## src/rtl/led_seg_scan.sv

```systemverilog
// Eight-digit multiplexed hex display for a 32-bit word, with a blank gap between digit slots and tear-free updates at frame wrap.
// Optional macro LEADING_ZERO_BLANK_EN: keep leading zero digits (idx>0) dark while still scanning them.
module led_seg_scan #(
    parameter int CLK_DIV        = 50000,
    parameter int GAP_CYC        = 500,
    parameter bit SEG_ACTIVE_LOW = 1'b1
) (
    input  logic        clk,
    input  logic        rst,
    input  logic [31:0] data_in,
    input  logic        load,
    input  logic [7:0]  dp_mask,
    output logic [7:0]  an,
    output logic [7:0]  seg,
    output logic        frame
);
    localparam int CW = (CLK_DIV > 2) ? $clog2(CLK_DIV) : 1;
    localparam logic [7:0] OFF = SEG_ACTIVE_LOW ? 8'hFF : 8'h00;

    typedef enum logic [1:0] {IDLE, GAP, SHOW} state_t;

    state_t      state, state_n;
    logic [2:0]  idx, idx_n;
    logic [CW-1:0] div_cnt, div_cnt_n;
    logic [31:0] shadow, shadow_n;
    logic [31:0] pend, pend_n;
    logic        pend_v, pend_v_n;
    logic        frame_n, wrap;
    logic [7:0]  an_hi, seg_hi, an_n, seg_n;
    logic [3:0]  nib;

    function automatic logic [6:0] hex7(input logic [3:0] v);
        case (v)
            4'h0: hex7 = 7'h3F;  4'h1: hex7 = 7'h06;
            4'h2: hex7 = 7'h5B;  4'h3: hex7 = 7'h4F;
            4'h4: hex7 = 7'h66;  4'h5: hex7 = 7'h6D;
            4'h6: hex7 = 7'h7D;  4'h7: hex7 = 7'h07;
            4'h8: hex7 = 7'h7F;  4'h9: hex7 = 7'h6F;
            4'hA: hex7 = 7'h77;  4'hB: hex7 = 7'h7C;
            4'hC: hex7 = 7'h39;  4'hD: hex7 = 7'h5E;
            4'hE: hex7 = 7'h79;  default: hex7 = 7'h71;
        endcase
    endfunction

    always_comb begin
        state_n   = state;
        idx_n     = idx;
        div_cnt_n = div_cnt;
        shadow_n  = shadow;
        pend_n    = pend;
        pend_v_n  = pend_v;
        wrap      = 1'b0;
        case (state)
            IDLE: if (load) begin
                shadow_n  = data_in;
                idx_n     = 3'd0;
                div_cnt_n = '0;
                state_n   = GAP;
            end
            GAP: begin
                div_cnt_n = div_cnt + 1'b1;
                if (div_cnt == CW'(GAP_CYC - 1)) state_n = SHOW;
            end
            SHOW: begin
                if (div_cnt == CW'(CLK_DIV - 1)) begin
                    div_cnt_n = '0;
                    idx_n     = idx + 3'd1;
                    state_n   = GAP;
                    wrap      = (idx == 3'd7);
                end else begin
                    div_cnt_n = div_cnt + 1'b1;
                end
            end
            default: state_n = IDLE;
        endcase
        // Loads while scanning are parked until the frame wraps.
        if (state != IDLE && load) begin
            pend_n   = data_in;
            pend_v_n = 1'b1;
        end
        if (wrap) begin
            if (load) begin
                shadow_n = data_in;
                pend_v_n = 1'b0;
            end else if (pend_v) begin
                shadow_n = pend;
                pend_v_n = 1'b0;
            end
        end
        frame_n = wrap;
    end

    // Outputs are built from next-state values so they land with the state register.
    always_comb begin
        nib    = shadow_n[{idx_n, 2'b00} +: 4];
        an_hi  = 8'h00;
        seg_hi = {dp_mask[idx_n], hex7(nib)};
        case (state_n)
            IDLE: seg_hi = 8'h00;
            SHOW: begin
                an_hi = 8'h01 << idx_n;
`ifdef LEADING_ZERO_BLANK_EN
                if (idx_n != 3'd0 && (shadow_n >> {idx_n, 2'b00}) == 32'd0) an_hi = 8'h00;
`endif
            end
            default: an_hi = 8'h00;
        endcase
        an_n  = an_hi ^ OFF;
        seg_n = seg_hi ^ OFF;
    end

    always_ff @(posedge clk) begin
        if (!rst) begin
            state   <= IDLE;
            idx     <= 3'd0;
            div_cnt <= '0;
            shadow  <= 32'd0;
            pend    <= 32'd0;
            pend_v  <= 1'b0;
            an      <= OFF;
            seg     <= OFF;
            frame   <= 1'b0;
        end else begin
            state   <= state_n;
            idx     <= idx_n;
            div_cnt <= div_cnt_n;
            shadow  <= shadow_n;
            pend    <= pend_n;
            pend_v  <= pend_v_n;
            an      <= an_n;
            seg     <= seg_n;
            frame   <= frame_n;
        end
    end
endmodule

```

## config.mk

```make
export PLATFORM = sky130hd
export DESIGN_NAME = led_seg_scan
export DESIGN_NICKNAME = d
export VERILOG_FILES = /design/src/rtl/led_seg_scan.sv
export SDC_FILE = /design/constraint.sdc
export NUM_CORES = 1
export LEC_CHECK = 0
export BUFFER_PORTS_ARGS = -buffer_cell sky130_fd_sc_hd__buf_2
export CORE_ASPECT_RATIO = 2
export CORE_MARGIN = 2
export CORE_UTILIZATION = 58
export DETAILED_ROUTE_END_ITERATION = 10
export PLACE_DENSITY_LB_ADDON = 0.15
export SLEW_MARGIN = 10
export SYNTH_ARGS = -nofsm -noshare
export SYNTH_HDL_FRONTEND = slang
export SYNTH_SLANG_ARGS = --single-unit
```

## constraint.sdc

```tcl
create_clock -name clk -period 4.4 [get_ports clk]
set_input_delay 0.88 -clock clk [delete_from_list [all_inputs] [get_ports clk]]
set_output_delay 0.88 -clock clk [all_outputs]
set_load 0.005 [all_outputs]
```

# After elaboration in Yosys (flattened, before gate mapping)
# Memories as Yosys holds them, arrays and structs flattened.
# Index checks and enable logic that the tools add are counted.
[classes]
eq_ne = 7
magnitude_cmp = 1
n_addsub = 2
n_mux = 25
shift = 2
reduce_logical = 6
n_bitwise = 2
[ops]
columns = ["operator", "count"]
rows = [
  ["32-bit two-way mux", 5],
  ["16-bit case mux with 3 select lines", 1],
  ["16-bit two-way mux", 2],
  ["32-bit by 6-bit indexed part select with 4-bit output", 1],
  ["16-bit by 1-bit adder with 16-bit output, second input constant", 1],
  ["16-bit equality test, second input constant", 1],
  ["16-bit by 9-bit equality test with 1-bit output, second input constant", 1],
  ["8-bit two-way mux", 2],
  ["8-bit NOT", 2],
  ["1-bit by 3-bit left shift with 8-bit output, first input constant", 1],
  ["1-bit two-way mux", 7],
  ["2-bit two-way mux", 3],
  ["3-bit two-way mux", 2],
  ["2-bit case mux with 3 select lines", 1],
  ["3-bit case mux with 2 select lines", 1],
  ["2-bit equality test, second input constant", 2],
  ["2-bit zero test", 2],
  ["3-bit by 4-bit less-than comparator with 1-bit output, second input constant", 1],
  ["3-bit by 1-bit adder with 3-bit output, second input constant", 1],
  ["1-bit binary-select mux with 3-bit select", 1],
  ["3-bit equality test, second input constant", 1],
  ["3-bit nonzero test", 1],
  ["2-bit by 1-bit equality test with 1-bit output, second input constant", 1],
  ["2-bit inequality test, second input constant", 1],
  ["other kinds (3)", 3],
]
[word_totals]
ff_bits = 103
word_cells = 55
mem_bits_ro = 112
mem_count = 1
output_inout_bits = 17
[memory_table]
columns = ["memory", "depth", "word_bits", "rd", "rd_ports_with_merged_regs", "wr", "line_no", "source"]
rows = [
  ["(name not given)", 16, 7, 1, 0, 0, "33", "case (v)"],
]

# Depth between registers and ports, before layout
# An unclocked memory read counts as a cell.
[logic_depth]
word_depth = 9
depth_mapped = 17

# Worst setup path before layout
# OpenSTA, ideal clock, no wires.
[synth_path]
path_kind = "register to register"
startpoint = "register div_cnt[10]"
endpoint = "register seg[3]"
required_ps = 4340
setup_ps = 60
path_stages_with_launch = 14
t_arrival_ps = 3781
synth_period_minus_slack_ps = 3841
setup_slack_ps = 559
path_cell_list = "dfxtp_1 -> or4b_4 -> or4_1 -> buf_2 -> nor3_1 -> mux2_2 -> o211a_1 -> a2111oi_0 -> nor3_1 -> inv_1 -> ha_1 -> nor3b_1 -> a221o_1 -> nand2_1"
[synth_between]
elab_chain_len = 8
word_cells_on_any_way = 15
[synth_rtl]
columns = ["item", "line_no", "source"]
rows = [
  ["start, declared", "24", "logic [CW-1:0] div_cnt, div_cnt_n;"],
  ["start signal, assigned", "126", "div_cnt <= div_cnt_n;"],
  ["16-bit equality test", "65", "if (div_cnt == CW'(CLK_DIV - 1)) begin"],
  ["1-bit two-way mux", "65", ""],
  ["1-bit two-way mux", "53", "case (state)"],
  ["32-bit two-way mux", "81", "if (wrap) begin"],
  ["32-bit by 6-bit indexed part select with 4-bit output", "95", "nib = shadow_n[{idx_n, 2'b00} +: 4];"],
  ["memory read 16 x 7 bit", "-", ""],
  ["8-bit two-way mux *", "98", "case (state_n)"],
  ["8-bit NOT (no source line) *", "-", ""],
  ["end signal, assigned", "131", "seg <= seg_n;"],
  ["end, declared", "14", "output logic [7:0] seg,"],
]
# Every way passes the cells marked *; elsewhere a longest branch is shown, timed or not.
# A chain may end at the register's enable or synchronous reset.

# Worst setup path in the final report
# Same ends and word-level chain as after synthesis.

==> impl_metrics.toml <==
[outcome]
status = "completed"

[timing]
worst_slew_margin_rel = 0.240
clock-skew-final_ns = 0.00781
fin_tns_setup_ns = 0
layout_min_cycle_time_ns = 4.09
drv_slew = 0
hold_viol = 0
fmax_ghz = 0.244
setup_viol = 0
worst-slew-pin-transition_ns = 1.14
fin_crit_sh = 0.930
rsz0062_at_grt = "no"

[power]
p_leak_nw = 2.32
seq_power_share = 0.456
peakVddDrop_mv = 0.232
clkPwrFrac = 0.393
comb_power_share = 0.151
p_switching_mw = 0.579
powerDensity_nw_per_um2 = 370
intPower_mw = 1.63
sw_frac_of_total = 0.262

[synthesis]
synth.ff_latch_count = 103
syn_nets = 707
synth_top_area_share = 0.396
synth_top_family_by_area = "simple AND/OR/NAND/NOR gates"
ys_top_cells_by_area = "dfxtp_1, nand2_1, a21oi_1"
synth.distinct_cells = 70
synth.most_common_cell = "nand2_1"
synth_commonest_cells = "nand2_1, dfxtp_1, nor2_1"
yosysSeqAreaShare = 0.396
synth-compound-area-share = 0.195
synth-simple-area-share = 0.269
syn_avg_cell_area_sq_um = 8.01
synthAdderAreaFrac = 0.0337
synth_top_area_cell = "dfxtp_1"
mappedNetlistArea_sq_um = 5200
synthArstFlopShare = 0
synth_warnings = 0
synthXorXnorAreaFrac = 0.0185
synth_cells = 650
synthMuxAreaShare = 0.0440
ys.flop_type = "dfxtp_1"
synth-edff-count = 0

[routing]
wirelength_mm = 15.3
vias_per_cell = 6.40
vias = 5164
drtPass1Iterations = 6
wl_per_cell_microns = 19.0
remaining_drc_errors = 0
drt_iter0_drc = 382
ant_nets = 0

[grt]
grt_pass1_wl_mm = 24.2
grt_pass1_vias = 5181
grt_use_total = 0.315
antenna_found_initial = 0
gr-total-overflow = 0
grt_start_max_net_pins = 64

[worst_setup_path]
required_ns = 4.70
cpPeakStageDelay_ns = 0.72
reg2reg_from = "div_cnt[10]"
critPathKind = "flip-flop to flip-flop"
path_cells = "or4b_4 > or4_1 > o21ai_2 > and2_1 > o221ai_1 > o221ai_1 > a21o_1 > o221ai_2 > inv_1 > ha_1 > mux2i_1 > a221o_1 > nand2_1"
crit_top_cell = "o221ai_1"
r2r_slack_ns = 0.31
arrival_ns = 4.39
r2r-end = "seg[3]"
cp_max_fo = 7
endpoint_kind = "flip-flop"
crit_path_top_delay_cell = "or4_1"
rr_worst_depth = 13
critPathLaunchType = "flip-flop"

[floorplan]
initial_core_util = 0.602
design.die.area_sq_um = 9790
io_pins = 60
coreArea_sq_um = 8650
fp.dieW_microns = 71.0
num_rows = 48
die_y_microns = 138

[clock_tree]
cts_tree = "built"
clockBufferDepth = 2
ctsHtreeMaxLevel = 3
cts_hold_buf = 0
clkSlewWorstSetupHoldPaths_ns = 0.07
numClockSinks = 103
numCtsBuffers = 9
clk_latency_ns = 0.35
root_buffer = "clkbuf_16"

[finish]
area_delta_synth_final_pct = 14.8
diodes = 0
layout.nets = 759
utilization = 0.691
multiInputGateArea_sq_um = 2930
fill_cells = 753
seqCellArea_sq_um = 2060
drive_above_1_share = 0.167

[placed_design]
port_buffers = 59
gp_congestion = 0.934
place_hpwl_mm = 11.3

[run]
maxCapViolations = 0

[hold_path]
hp-start = "pend[0]"
hp-class = "flip-flop to flip-flop"
holdPathStages = 2
hold_end = "pend[0]"
-- cell families (layout without fill, tap and decap cells) --
kind of cell	count (synthesis)	in the layout
and+or+nand+nor	293	293
AOI/OAI and AO/OA	153	153
DFF	103	103
buffers and inverters	54	111
muxes	22	22
adders and majority gates	14	14
xor gates and xnor gates	11	11
-- through the flow --
stage          total power, mW  hold slack (ns)  cell area [sq um]  instances  setup slack [ns]
2_1_floorplan             1.24            0.431               5200        650             0.559
3_3_place_gp              1.34            0.442               5640        791             0.299
3_5_place_dp              1.36            0.452               5640        791             0.176
4_1_cts                   2.21            0.462               5960        807             0.168
5_1_grt                   2.29            0.477               5970        807            0.0934
6_report                  2.21            0.459               5970        807             0.307
-- worst max-delay path: cells and delay by family, from the launching register on --
kind	cells	cell delay (ns)
multiplexers	1	0.10
AO/OA/AOI/OAI	6	1.55
adder cells (fa/ha/maj)	1	0.23
flip-flops	1	0.36
AND/OR/NAND/NOR	4	1.63
buffers and inverters	1	0.18
-- layout by cell type (no fill, tap or decap), types with 5 or more instances in the layout --
cell	count
a21oi_1	50
a31oi_1	7
and2_1	11
and3_1	5
buf_2	59
buf_4	22
clkbuf_16	9
dfxtp_1	103
ha_1	14
inv_1	12
mux2i_1	18
nand2_1	106
nand2b_1	5
nand3_1	22
nand4_1	7
nor2_1	58
nor3_1	38
nor4_1	7
o211a_1	6
o211ai_1	6
o21ai_0	22
o21ai_1	5
o221ai_1	15
o22ai_1	9
xor2_1	9
-- timing repair --
action | 4_1_cts | 5_1_grt
gates resized for setup | 0 | 2
setup endpoints to repair | 0 | 4
setup buffers | 0 | 0
-- flip-flops by register name, summed over array words and instances (netlist names) --
name and count:
pend 32, shadow 32, div_cnt 16, an 8, seg 8, idx 3
state 2, frame 1, pend_v 1
-- final cells by class --
class | count | share of cell area
clock buffer | 11 | 0.0406
clock inverter | 5 | 0.0136
inverter | 13 | 0.00817
multi-input combinational | 493 | 0.491
sequential | 103 | 0.345
tap | 100 | 0.0209
timing repair buffer | 82 | 0.0804
-- metal layers --
metal  vias to the layer above  GRT usage  routed length (microns)
met1                      2438      0.306                     5280
li1                       2432          -                        -
met4                         0      0.199                      809
met5                         -          0                        0
met2                       232      0.602                     8430
met3                        62     0.0501                      809
-- power groups by stage --
| stage | logic [mW] | registers, mW | clock network (mW) |
|---|---|---|---|
| after floorplan | 0.224 | 1.02 | 0 |
| after global placement | 0.315 | 1.03 | 0 |
| after detailed placement | 0.328 | 1.03 | 0 |
| after CTS | 0.330 | 1.01 | 0.873 |
| after global routing | 0.366 | 1.01 | 0.912 |
| final | 0.334 | 1.01 | 0.869 |
-- worst max path at each step --
stage | start | endpoint | slack [ns] | cells after the start
floorplan | div_cnt[10] | seg[3] | 0.56 | 13
global placement | div_cnt[10] | seg[3] | 0.30 | 12
detailed placement | div_cnt[10] | seg[3] | 0.18 | 12
CTS | div_cnt[10] | seg[3] | 0.17 | 12
global route | div_cnt[8] | seg[3] | 0.09 | 12
finish | div_cnt[10] | seg[3] | 0.31 | 13
(Power assumes the default switching activity.)
